`config.mk`:
```
export PLATFORM = sky130hd
export DESIGN_NAME = priority_arbiter_flat
export DESIGN_NICKNAME = d
export VERILOG_FILES = /design/src/rtl/priority_arbiter_if.sv /design/src/rtl/priority_arbiter_prio_pick.sv /design/src/rtl/priority_arbiter.sv /design/src/flat_wrapper.sv
export SDC_FILE = /design/constraint.sdc
export NUM_CORES = 1
export LEC_CHECK = 0
export CAP_MARGIN = 40
export CORE_MARGIN = 2
export CORE_UTILIZATION = 50
export DETAILED_ROUTE_END_ITERATION = 7
export GPL_TIMING_DRIVEN = 0
export PLACE_DENSITY_LB_ADDON = 0.15
export SYNTH_ARGS = -nofsm -noshare
export SYNTH_HDL_FRONTEND = slang
export SYNTH_SLANG_ARGS = --single-unit
```
`constraint.sdc`:
```
create_clock -name clk -period 2.1 [get_ports clk]
set_input_delay 0.42 -clock clk [delete_from_list [all_inputs] [get_ports clk]]
set_output_delay 0.42 -clock clk [all_outputs]
set_load 0.02 [all_outputs]
```
`src/rtl/priority_arbiter_if.sv`:
```
// Request/grant bundle between N requesters and the priority_arbiter.
//   req         requester -> arbiter, one bit per requester
//   rr_mode     requester -> arbiter, 0 = fixed priority, 1 = round-robin
//   grant       arbiter -> requester, one-hot grant (zero when idle)
//   grant_idx   arbiter -> requester, binary index of the grant (0 when idle)
//   grant_valid arbiter -> requester, high while a grant is held
//   forced_rel  arbiter -> requester, one-cycle pulse on a hold-limit revocation
interface priority_arbiter_if #(
    parameter int unsigned N = 4
);
    localparam int unsigned IDX_W = $clog2(N);

    logic [N-1:0]     req;
    logic             rr_mode;
    logic [N-1:0]     grant;
    logic [IDX_W-1:0] grant_idx;
    logic             grant_valid;
    logic             forced_rel;

    modport master (
        output req, rr_mode,
        input  grant, grant_idx, grant_valid, forced_rel
    );

    modport slave (
        input  req, rr_mode,
        output grant, grant_idx, grant_valid, forced_rel
    );
endinterface

```
`src/rtl/priority_arbiter_prio_pick.sv`:
```
// Combinational winner search over N request lines.
//   req_i   request vector
//   start_i index searched first; search continues downward, wrapping 0 -> N-1
//   win_o   index of the first set request found (0 when none)
//   any_o   high when at least one request is set
module priority_arbiter_prio_pick #(
    parameter int unsigned N     = 4,
    parameter int unsigned IDX_W = $clog2(N)
) (
    input  logic [N-1:0]     req_i,
    input  logic [IDX_W-1:0] start_i,
    output logic [IDX_W-1:0] win_o,
    output logic             any_o
);

    always_comb begin
        int idx;
        win_o = '0;
        any_o = 1'b0;
        idx   = 0;
        for (int k = 0; k < int'(N); k++) begin
            idx = int'(start_i) - k;
            if (idx < 0) begin
                idx = idx + int'(N);
            end
            // First hit wins; later hits are lower in the rotated order.
            if (!any_o && req_i[idx]) begin
                any_o = 1'b1;
                win_o = IDX_W'(idx);
            end
        end
    end

endmodule

```
`src/rtl/priority_arbiter.sv`:
```
// Registered N-request arbiter with fixed-priority (highest index wins) or
// round-robin selection, grant locking and an optional hold limit.
//   clk    rising-edge clock
//   rst_n  asynchronous active-low reset
//   arb_io request/grant bundle (slave side), see priority_arbiter_if
module priority_arbiter #(
    parameter int unsigned N        = 4,
    parameter int unsigned MAX_HOLD = 8
) (
    input  logic                    clk,
    input  logic                    rst_n,
    priority_arbiter_if.slave       arb_io
);

    localparam int unsigned      IDX_W   = $clog2(N);
    localparam logic [IDX_W-1:0] LastIdx = IDX_W'(N - 1);
    localparam logic [7:0]       HoldMax = 8'(MAX_HOLD);

    typedef enum logic {StIdle, StGrant} state_e;

    state_e           state_q, state_d;
    logic [N-1:0]     grant_q, grant_d;
    logic [IDX_W-1:0] idx_q, idx_d;
    logic             valid_q, valid_d;
    logic             forced_q, forced_d;
    logic [IDX_W-1:0] ptr_q, ptr_d;
    logic [7:0]       hold_q, hold_d;
    // Mode captured at arbitration; decides whether the release moves ptr.
    logic             mode_q, mode_d;

    logic [IDX_W-1:0] start;
    logic [IDX_W-1:0] win;
    logic             any_req;
    logic             hold_limit;

    assign start = arb_io.rr_mode ? ptr_q : LastIdx;

    priority_arbiter_prio_pick #(
        .N     (N),
        .IDX_W (IDX_W)
    ) u_pick (
        .req_i   (arb_io.req),
        .start_i (start),
        .win_o   (win),
        .any_o   (any_req)
    );

    assign hold_limit = (MAX_HOLD != 0) && (hold_q == HoldMax);

    always_comb begin
        state_d  = state_q;
        grant_d  = grant_q;
        idx_d    = idx_q;
        valid_d  = valid_q;
        forced_d = 1'b0;
        ptr_d    = ptr_q;
        hold_d   = hold_q;
        mode_d   = mode_q;
        unique case (state_q)
            StIdle: begin
                grant_d = '0;
                idx_d   = '0;
                valid_d = 1'b0;
                hold_d  = '0;
                if (any_req) begin
                    grant_d      = '0;
                    grant_d[win] = 1'b1;
                    idx_d        = win;
                    valid_d      = 1'b1;
                    hold_d       = 8'd1;
                    mode_d       = arb_io.rr_mode;
                    state_d      = StGrant;
                end
            end
            StGrant: begin
                // Voluntary release takes precedence over the hold limit.
                if (!arb_io.req[idx_q] || hold_limit) begin
                    grant_d  = '0;
                    idx_d    = '0;
                    valid_d  = 1'b0;
                    hold_d   = '0;
                    forced_d = arb_io.req[idx_q];
                    state_d  = StIdle;
                    if (mode_q) begin
                        ptr_d = (idx_q == '0) ? LastIdx : idx_q - 1'b1;
                    end
                end else if (hold_q != 8'hFF) begin
                    hold_d = hold_q + 8'd1;
                end
            end
            default: state_d = StIdle;
        endcase
    end

    always_ff @(posedge clk or negedge rst_n) begin
        if (!rst_n) begin
            state_q  <= StIdle;
            grant_q  <= '0;
            idx_q    <= '0;
            valid_q  <= 1'b0;
            forced_q <= 1'b0;
            ptr_q    <= LastIdx;
            hold_q   <= '0;
            mode_q   <= 1'b0;
        end else begin
            state_q  <= state_d;
            grant_q  <= grant_d;
            idx_q    <= idx_d;
            valid_q  <= valid_d;
            forced_q <= forced_d;
            ptr_q    <= ptr_d;
            hold_q   <= hold_d;
            mode_q   <= mode_d;
        end
    end

    assign arb_io.grant       = grant_q;
    assign arb_io.grant_idx   = idx_q;
    assign arb_io.grant_valid = valid_q;
    assign arb_io.forced_rel  = forced_q;

endmodule

```
`src/flat_wrapper.sv`:
```
// flat-port wrapper written by rule: the top's interface ports become plain ports
module priority_arbiter_flat 
#(
    parameter int unsigned N        = 4,
    parameter int unsigned MAX_HOLD = 8
)
  (clk, rst_n, arb_io_req, arb_io_rr_mode, arb_io_grant, arb_io_grant_idx, arb_io_grant_valid, arb_io_forced_rel);
  priority_arbiter_if #(.N(N)) arb_io_i ();
  input  logic clk;
  input  logic rst_n;
  input wire logic [$bits(arb_io_i.req)-1:0] arb_io_req;
  input wire logic [$bits(arb_io_i.rr_mode)-1:0] arb_io_rr_mode;
  output wire logic [$bits(arb_io_i.grant)-1:0] arb_io_grant;
  output wire logic [$bits(arb_io_i.grant_idx)-1:0] arb_io_grant_idx;
  output wire logic [$bits(arb_io_i.grant_valid)-1:0] arb_io_grant_valid;
  output wire logic [$bits(arb_io_i.forced_rel)-1:0] arb_io_forced_rel;
  assign arb_io_i.req = arb_io_req;
  assign arb_io_i.rr_mode = arb_io_rr_mode;
  assign arb_io_grant = arb_io_i.grant;
  assign arb_io_grant_idx = arb_io_i.grant_idx;
  assign arb_io_grant_valid = arb_io_i.grant_valid;
  assign arb_io_forced_rel = arb_io_i.forced_rel;
  priority_arbiter #(.N(N), .MAX_HOLD(MAX_HOLD)) u_core (.clk(clk), .rst_n(rst_n), .arb_io(arb_io_i));
endmodule
```
=== Word-level counts from Yosys, hierarchy flattened ===
Cells that the tools add are included.

* Logic and storage cells: 92
* Input bits: 7
* Output and inout port bits: 8
* Register bits after elaboration: 20

* Multiplexer cells: 47
* Add/subtract/negate cells: 9
* Reduce and logical (&&, ||, !) cells: 12
* Magnitude comparators: 11
* Bitwise gates (word level): 1
* Equal/unequal tests: 4

{| class="wikitable"
|+ Operator list
! kind !! count
|-
| $lt 32x4->1 const B || 4
|-
| $mux 32 || 3
|-
| $mux 1 || 20
|-
| $mux 2 || 8
|-
| $mux 8 || 2
|-
| $pmux 8 s2 || 1
|-
| $add 3x4->5 const B || 3
|-
| $mux 4 || 3
|-
| $bmux 1 s2 || 5
|-
| $lt 3x1->1 const B || 3
|-
| $add 8x1->8 const B || 1
|-
| $eq 8x4->1 const B || 1
|-
| $ne 8x8->1 const B || 1
|-
| $pmux 4 s2 || 1
|-
| $lt 2x3->1 const B || 2
|-
| $sub 2x2->3 const B || 2
|-
| $add 2x3->4 const B || 1
|-
| $logic_and 1x1->1 || 4
|-
| $logic_not 1->1 || 4
|-
| $pmux 1 s2 || 2
|-
| $pmux 2 s2 || 1
|-
| $ne 3x3->1 const B || 1
|-
| $reduce_and 3->1 || 1
|-
| $sub 2x1->3 const B || 1
|-
| 9 further kinds || 9
|}

=== Depth between registers and ports, before layout ===
Gate-level depths: netlist of the first run.

* Word-level depth: 22
* Depth in mapped cells: 7
* Depth with buffers taken out: 7

=== By module ===
From an unflattened synthesis of the first run, not the netlist that was laid out.

* Cells, all modules: 107
* Area, all modules: 1,059.8 um^2

{| class="wikitable"
|+ Modules (own cells, without submodules)
! module !! cells each !! times used !! area each (um^2)
|-
| priority_arbiter || 94 || 1 || 977.2
|-
| priority_arbiter_prio_pick || 13 || 1 || 82.6
|}

=== Worst setup path before layout of the first run ===
OpenSTA, ideal clock, no wires.

* Path kind: register -> register
* Start: register u_core.ptr_q[1]
* End: register u_core.mode_q
* Data required time: 1.975 ns
* Clock period less this slack: 1.851 ns
* Stages on the path, launching flop included: 6
* Buffers on the path: 0
* Library setup time: 0.125 ns
* Path slack: 0.249 ns
* Data arrival time: 1.726 ns
* Cell sequence: dfstp_2 -> or3b_1 -> o22ai_2 -> a2bb2oi_1 -> a31o_2 -> mux2_4

* Word-level cells in the longest chain between the ends: 17
* Elaborated cells between the ends (all ways): 39
* Classes of those cells: add/sub (7); order compare (4); mux (21); reduce/logical (7)

{| class="wikitable"
|+ Ends and longest elaborated chain
! element !! RTL line !! RTL
|-
| start: declaration || priority_arbiter.sv:26 || <nowiki>logic [IDX_W-1:0] ptr_q, ptr_d;</nowiki>
|-
| start signal: assignment || priority_arbiter.sv:102 || <nowiki>ptr_q <= LastIdx;</nowiki>
|-
| start signal: assignment || priority_arbiter.sv:111 || <nowiki>ptr_q <= ptr_d;</nowiki>
|-
| $mux 2 (*) || priority_arbiter.sv:36 || <nowiki>assign start = arb_io.rr_mode ? ptr_q : LastIdx;</nowiki>
|-
| parallel branches: the longest is 14 deep, another holds $add 3x4->5 || -- ||
|-
| $mux 1 (*) || priority_arbiter_prio_pick.sv:27 || <nowiki>if (!any_o && req_i[idx]) begin</nowiki>
|-
| $reduce_and 2->1 (no source line) (*) || -- ||
|-
| end signal: assignment || priority_arbiter.sv:113 || <nowiki>mode_q <= mode_d;</nowiki>
|-
| end: declaration || priority_arbiter.sv:29 || <nowiki>logic mode_q, mode_d;</nowiki>
|}

Every way passes the cells marked *. The select of a mux whose other input is x is not followed.
A chain may end at the register's enable or synchronous reset.

=== Worst setup path in the final report of the first run ===
Same ends and word-level chain as after synthesis.

==> results of run 1 <==
[cells in the mapped netlist (all sizes together)]
library cell / instances
a21oi: 11
inv: 8
a21bo: 1
nor2b: 3
nand4bb: 1
buf: 4
a21o: 2
a22oi: 4
nor3b: 1
o211ai: 3
and3: 3
a31o: 1
nor4b: 1
nor3: 2
o221a: 1
o22ai: 2
a311o: 1
and2: 1
mux4: 1
nand3b: 1
clkbuf: 1
a211oi: 4
o211a: 1
xor2: 3
a21boi: 2
a31oi: 1
and4: 2
o221ai: 2
or3: 1
mux2i: 1
o21ai: 3
nand2b: 2
a2bb2oi: 1
dfstp: 2
ha: 3
o2111ai: 1
nand2: 17
nand4: 2
nor2: 13
or3b: 2
mux2: 3
a221oi: 4
dfrtp: 18
nand3: 3
[state kept, by name, summed over array words and instances (netlist names)]
signal                     cells
u_core.mode_q                  1
u_core.arb_io.grant_valid      1
u_core.arb_io.grant_idx        2
u_core.arb_io.grant            4
u_core.arb_io.forced_rel       1
u_core.ptr_q                   2
u_core.hold_q                  8
u_core.state_q                 1
[layout make-up]
cell class                      instances  area share, %
Timing Repair Buffer                   16           10.6
Clock buffer                            3           1.40
Multi-Input combinational cell        111           48.3
Inverter                                8           1.86
Buffer                                  5           2.41
Sequential cell                        20           31.2
Clock inverter                          1           1.86
Tap cell                               30           2.33
[kinds of logic (layout without fill, tap and decap cells)]
group	count (synthesis)	after routing	synth area share, %
AND/OR/NAND/NOR	55	55	21.3
AO/OA/AOI/OAI	45	45	25.8
flip-flops	20	20	37.6
buffers and inverters	13	33	4.96
multiplexers	5	5	5.52
adder cells (fa/ha/maj)	3	3	2.81
XOR/XNOR	3	3	1.96
[metal layers]
metal | up-vias | global-route usage (%)
li1 | 577 | -
met3 | 8 | 4.65
met5 | - | 0
met2 | 47 | 33.8
met1 | 584 | 28.8
met4 | 0 | 5.23
[power groups by stage]
stage	clock network (mW)	logic (mW)	registers, mW
detailed placement	0	1.03	0.615
CTS	0.327	1.04	0.608
global placement	0	0.997	0.613
floorplan	0	0.674	0.663
finish	0.317	1.08	0.610
global route	0.343	1.18	0.625
[metrics by stage]
step                setup slack, ps  instance area (µm²)  hold WS, ps  util, %  power (mW)
global route                   3.06                 1610          457     64.5        2.15
CTS                            2.02                 1580          429     63.3        1.97
floorplan                       249                 1340          124        -        1.34
finish                         72.1                 1610          422     64.5        2.00
global placement               -303                 1520          466     60.6        1.61
detailed placement             -364                 1530          472     61.2        1.65
[worst max-delay path, stage by stage, from the launching register on]
cell and delay (ps):
dfstp_2 610, or3b_1 370, o22ai_2 200, a2bb2oi_1 200
a31o_2 240, mux2_4 310
[worst max-delay path by stage]
stage,start,to,slack (ps)
2_1_floorplan,u_core.ptr_q[1]$_DFFE_PN1P_,u_core.mode_q$_DFFE_PN0P_,250
3_3_place_gp,arb_io_rr_mode,u_core.mode_q$_DFFE_PN0P_,-300
3_5_place_dp,arb_io_rr_mode,u_core.mode_q$_DFFE_PN0P_,-360
4_1_cts,arb_io_req[2],u_core.mode_q$_DFFE_PN0P_,2
5_1_grt,u_core.ptr_q[1]$_DFFE_PN1P_,u_core.arb_io.grant_idx[0]$_DFFE_PN0P_,3
6_report,u_core.ptr_q[1]$_DFFE_PN1P_,u_core.mode_q$_DFFE_PN0P_,70
[layout by cell type, fill, tap and decap left out, drive strengths merged, types with 4 or more instances in the layout]
cell            n
dfrtp          18
nand2          17
nor2           13
a21oi          11
clkdlybuf4s50   9
inv             8
clkbuf          5
buf             5
a211oi          4
a22oi           4
dlymetal6s2s    4
a221oi          4
[timing repair]
item | CTS | global route
gates resized for setup | 1 | 7
buffers inserted | 0 | 1
pin swaps | 0 | 0
endpoints found under the setup margin | 1 | 5
hold buffers | 0 | 0
==> metrics.csv, run 1 <==
metric;value;unit
drt first pass iters;4;
CTS tree;yes;
WL per Instance;16.2;µm
Rows;18;
Logic pwr share;53.8;%
vias in the first global route;1143;
sw frac;40.9;%
RSZ-0062 raised after global routing;no;
Synth Instances;144;
clk_lat worst skew;310;ps
Sequential Area;503;µm²
Reg-to-Reg End;u_core.mode_q$_DFFE_PN0P_;
clock share of power;15.8;%
Clock Path Buffers;2;
register area share after synthesis;37.6;%
Non-Filler Instances;194;
Startpoint Class;flop;
starting density of the core;53.5;%
Worst Max-Slew Pin Slew;478;ps
FMAX;493;MHz
multi-input logic area;778;µm²
# diodes;0;
Power per Cell Area;1240;mW/mm²
met3 WL;166;µm
Top-Level Pins;15;
largest cells by area after synthesis;dfrtp_1 (34%), nand2_1 (4.8%), a21oi_1 (4.1%);
Arr. time, crit path;2240;ps
Int Pwr;1.18;mW
WL final;3.14;mm
FF-to-FF path depth;5;
fill cell count;211;
Final ANT Viol Nets;0;
die area;0.00310;mm²
average cell area after synthesis;9.29;µm²
Vias/cell;6.27;
Worst R2R Setup Slack;70;ps
crit path max fanout;4;
synth unique cells;50;
WL met1;1.43;mm
Num CTS Buffers;3;
Worst Skew;5.14;ps
Flop pwr share;30.4;%
post-synthesis net count;154;
endpoints failing setup;0;
die width;55.7;µm
Final Hold Fails;0;
CTS sink count;20;
gr ovfl total;0;
layout cells sized above 1;15.2;%
DR top layer;met4;
die height;55.7;µm
Slew Limit Fails;0;
initial antenna violation count;0;
Layout Nets;175;
clock slew at reported path FFs;120;ps
Synth Register Bits;20;
leakage;0.726;nW
Period Utilization, post-route;96.6;%
core footprint;0.00250;mm²
Final GP Congestion;0.812;
post-route setup TNS;0;ps
max-cap violations;0;
first-pass GRT wire length;5.22;mm
All-Layer GR Usage;21.1;%
htree depth;1;
Hold/Removal Path Class;input port to asynchronous set/reset pin;
Starting DRT DRC Count;73;
r2r startpoint;u_core.ptr_q[1]$_DFFE_PN1P_;
Required @ worst endpoint;2310;ps
routed wl met2;1.50;mm
shortest period the worst path allows;2030;ps
total placed cells including tap cells;189;
top-area cell type share of the netlist area;33.7;%
kind of critical path;flop to flop;
Clock Tree Root;clkbuf_4;
CP Capture Type;flop;
area leader, netlist;dfrtp_1;
Max rail drop VDD;0.878;mV
post-synthesis cell area;0.00134;mm²
Sw Pwr;821;µW
largest net degree at the start of global routing;13;
headroom to the max-slew limit;68.0;%
Area growth, synth to finish;20.5;%
synth warn;0;
DR vias;1216;
hpwl dp;2.36;mm
# DRC;0;
status;completed;
PortBufs;14;
No activity file was read; power rests on OpenSTA's default activity.
==> run 2, diff against run 1 <==
Settings changed: ABC_AREA set to 1, CORE_ASPECT_RATIO set to 1.1, CTS_CLUSTER_SIZE set to 28.
==> run 2 against run 1 <==
- register-to-register slack better by 280 ps
- routed wire length decreased by 11%
- sequential cell count unchanged
- critical path depth grew 5
- total power shrank 10%
- design area fell by 3.3%
- critical endpoint is now u_core.arb_io.grant[0]$_DFFE_PN0P_
==> metrics.csv, run 2 <==
metric;value;unit;change
post-synthesis cell area;0.00133;mm²;-0.65%
Num CTS Buffers;3;;unchanged
average cell area after synthesis;7.47;µm²;-20%
register area share after synthesis;37.9;%;+0.25 points
Worst R2R Setup Slack;350;ps;+280 ps
die width;53.2;µm;-4.6%
starting density of the core;52.7;%;-0.77 points
Layout Nets;208;;+19%
All-Layer GR Usage;20.5;%;-0.56 points
CP startpoint;arb_io_rr_mode;;
most numerous cell in the Yosys netlist;nand2_1;;
hpwl dp;2.21;mm;-6.4%
Startpoint Class;input port;;
total power;1.80;mW;-10%
Setup Fix Bufs, Post-CTS;0;;unchanged
Clock Path Buffers;2;;unchanged
endpoints failing setup;0;;unchanged
Rows;19;;+1
met3 WL;119;µm;-28%
core footprint;0.00252;mm²;+0.80%
commonest cells in the synthesized netlist;nand2_1 (44), inv_1 (22), dfrtp_1 (18), nand3_1 (18), nor2_1 (11);;
Vias/cell;5.36;;-14%
fill cell count;231;;+9.5%
layout cells sized above 1;17.3;%;+2.0 points
WL met1;1.22;mm;-15%
Synth Instances;178;;+24%
FF-to-FF path depth;10;;+5
htree depth;1;;unchanged
Clock Tree Root;clkbuf_4;;
Top-Level Pins;15;;unchanged
post-cts resize count;0;;-1
largest cells by area after synthesis;dfrtp_1 (34%), nand2_1 (12%), nand3_1 (6.8%);;
Worst Max-Slew Pin Slew;377;ps;-101 ps
Largest Register;u_core.hold_q;;
initial antenna violation count;0;;unchanged
first-pass GRT wire length;4.79;mm;-8.2%
synth unique cells;25;;-50%
Arr. time, crit path;2040;ps;-200 ps
largest net degree at the start of global routing;15;;+2
post-synthesis net count;188;;+22%
headroom to the max-slew limit;74.7;%;+6.6 points
routed wl met2;1.44;mm;-4.4%
Max rail drop VDD;0.867;mV;-1.3%
synth warn;0;;unchanged
DR top layer;met4;;
Starting DRT DRC Count;43;;-41%
adder-cell share of the synthesized area;2.82;%;+0.018 points
PortBufs;14;;unchanged
Worst Skew;1.86;ps;-3.28 ps
most frequent cells in the layout;nand2_1 (44), inv_1 (22), nand3_1 (18), dfrtp_1 (18), clkdlybuf4s50_1 (14);;
XOR/XNOR Fraction of Synth Area;0;%;-2.0 points
gr ovfl total;0;;unchanged
crit path max fanout;10;;+6
drt first pass iters;4;;unchanged
shortest period the worst path allows;1840;ps;-184 ps
area leader, netlist;dfrtp_1;;
Synth async-reset ratio;100;%;unchanged
leakage;0.772;nW;+6.3%
Compound-Gate Fraction of Synth Area;11.2;%;-15 points
status;completed;;
Final GP Congestion;0.807;;-0.58%
CTS tree;yes;;
kind of critical path;input port to flop;;
CP Capture Type;flop;;
CTS Hold Bufs;0;;unchanged
max-cap violations;0;;unchanged
Period Utilization, post-route;87.8;%;-8.8 points
CP Capture Point;u_core.arb_io.grant[0]$_DFFE_PN0P_;;
Synth Area in Simple Gates;39.4;%;+18 points
final design utilization;61.9;%;-2.6 points
CTS sink count;20;;unchanged
max FFs per register;8;;unchanged
Slew Limit Fails;0;;unchanged
commonest non-fill, non-tap cell in the layout;nand2_1;;
r2r startpoint;u_core.ptr_q[0]$_DFFE_PN1P_;;
post-synthesis mux area share;0;%;-5.5 points
largest family of logic cells by synthesized area;simple AND/OR/NAND/NOR gates;;
DR vias;1223;;+0.58%
die area;0.00309;mm²;-0.60%
# DRC;0;;unchanged
Final Hold Fails;0;;unchanged
Required @ worst endpoint;2290;ps;-20 ps
Synth Register Bits;20;;unchanged
Hold/Removal Path Class;input port to asynchronous set/reset pin;;
Power per Cell Area;1150;mW/mm²;-7.2%
post-route setup TNS;0;ps;unchanged
Reg-to-Reg End;u_core.arb_io.grant[0]$_DFFE_PN0P_;;
vias in the first global route;1152;;+0.79%
die height;58.1;µm;+4.2%
Final ANT Viol Nets;0;;unchanged
WL final;2.79;mm;-11%
top_reg_cell synth;dfrtp_1;;
worst hold margin;377;ps;-45.1 ps
clock slew at reported path FFs;110;ps;about the same
RSZ-0062 raised after global routing;no;;
clk_lat worst skew;290;ps;-20 ps
Post-synth EDFFs;0;;unchanged
top-area cell type share of the netlist area;33.9;%;+0.22 points
Area growth, synth to finish;17.3;%;
# diodes;0;;unchanged
WL per Instance;12.2;µm;-25%
FMAX;542;MHz;+10%
[run 2: changes by cell type in the layout (fill, tap and decap cells not counted), moves of 7 or more]
| cell | delta |
|---|---|
| nand2_1 | +27 |
| nand3_1 | +15 |
| inv_1 | +14 |
| nand2_2 | +9 |
| nand3_2 | +7 |
[run 2: area by class of cell]
| class | count | area (µm²) | area share [%] |
|---|---|---|---|
| multi-input combinational | 131 | 709 | 45.5 |
| sequential | 20 | 503 | 32.3 |
| timing repair buffer | 15 | 155 | 9.95 |
| inverter | 24 | 90.1 | 5.78 |
| tap | 31 | 38.8 | 2.49 |
| clock buffer | 4 | 36.3 | 2.33 |
| buffer | 3 | 26.3 | 1.69 |
[run 2: worst min-delay path by stage]
stage                                                from                               endpoint  slack, ps  cells past startpoint
floorplan                                           rst_n     u_core.arb_io.forced_rel$_DFF_PN0_        120                      0
global placement       u_core.arb_io.grant[2]$_DFFE_PN0P_     u_core.arb_io.grant[2]$_DFFE_PN0P_        460                      2
detailed placement  u_core.arb_io.grant_valid$_DFFE_PN0P_  u_core.arb_io.grant_valid$_DFFE_PN0P_        470                      2
CTS                                                 rst_n           u_core.hold_q[7]$_DFFE_PN0P_        380                      1
global route                                        rst_n           u_core.hold_q[7]$_DFFE_PN0P_        390                      1
finish                                              rst_n           u_core.hold_q[7]$_DFFE_PN0P_        380                      1
[run 2: stage by stage]
stage	cells	instance area, µm²	setup WS (ps)
final	228	1560	256
after detailed placement	224	1520	-50.5
after CTS	228	1560	256
after global placement	223	1510	-12.7
after global routing	228	1560	148
after floorplan	178	1330	567
[run 2: cell families (layout without fill, tap and decap cells)]
family          Yosys count  count (layout)
flops                    20              20
compound gates           24              24
simple gates            104             104
fa+ha+maj                 3               3
buf+inv                  27              46
[run 2: worst max-delay path, stage by stage]
cell             delay, ps
clkdlybuf4s50_1        560
nand2_2                180
nand2_1                140
nand3_1                 80
nand2_1                130
nand3_2                110
o21ai_4                210
nor2_1                  80
nand2_1                 70
nand2_1                 50
[run 2: power by group]
| group | internal [mW] | total [mW] | switching (mW) |
|---|---|---|---|
| sequential | 0.517 | 0.586 | 0.0693 |
| clock | 0.106 | 0.216 | 0.111 |
| combinational | 0.361 | 0.997 | 0.636 |
| total | 0.983 | 1.80 | 0.816 |
[run 2: routing by layer]
metal / GRT usage (%) / vias up
met5: 0 / -
met4: 4.40 / 0
met3: 1.55 / 2
met2: 37.0 / 33
met1: 26.5 / 567
li1: - / 621
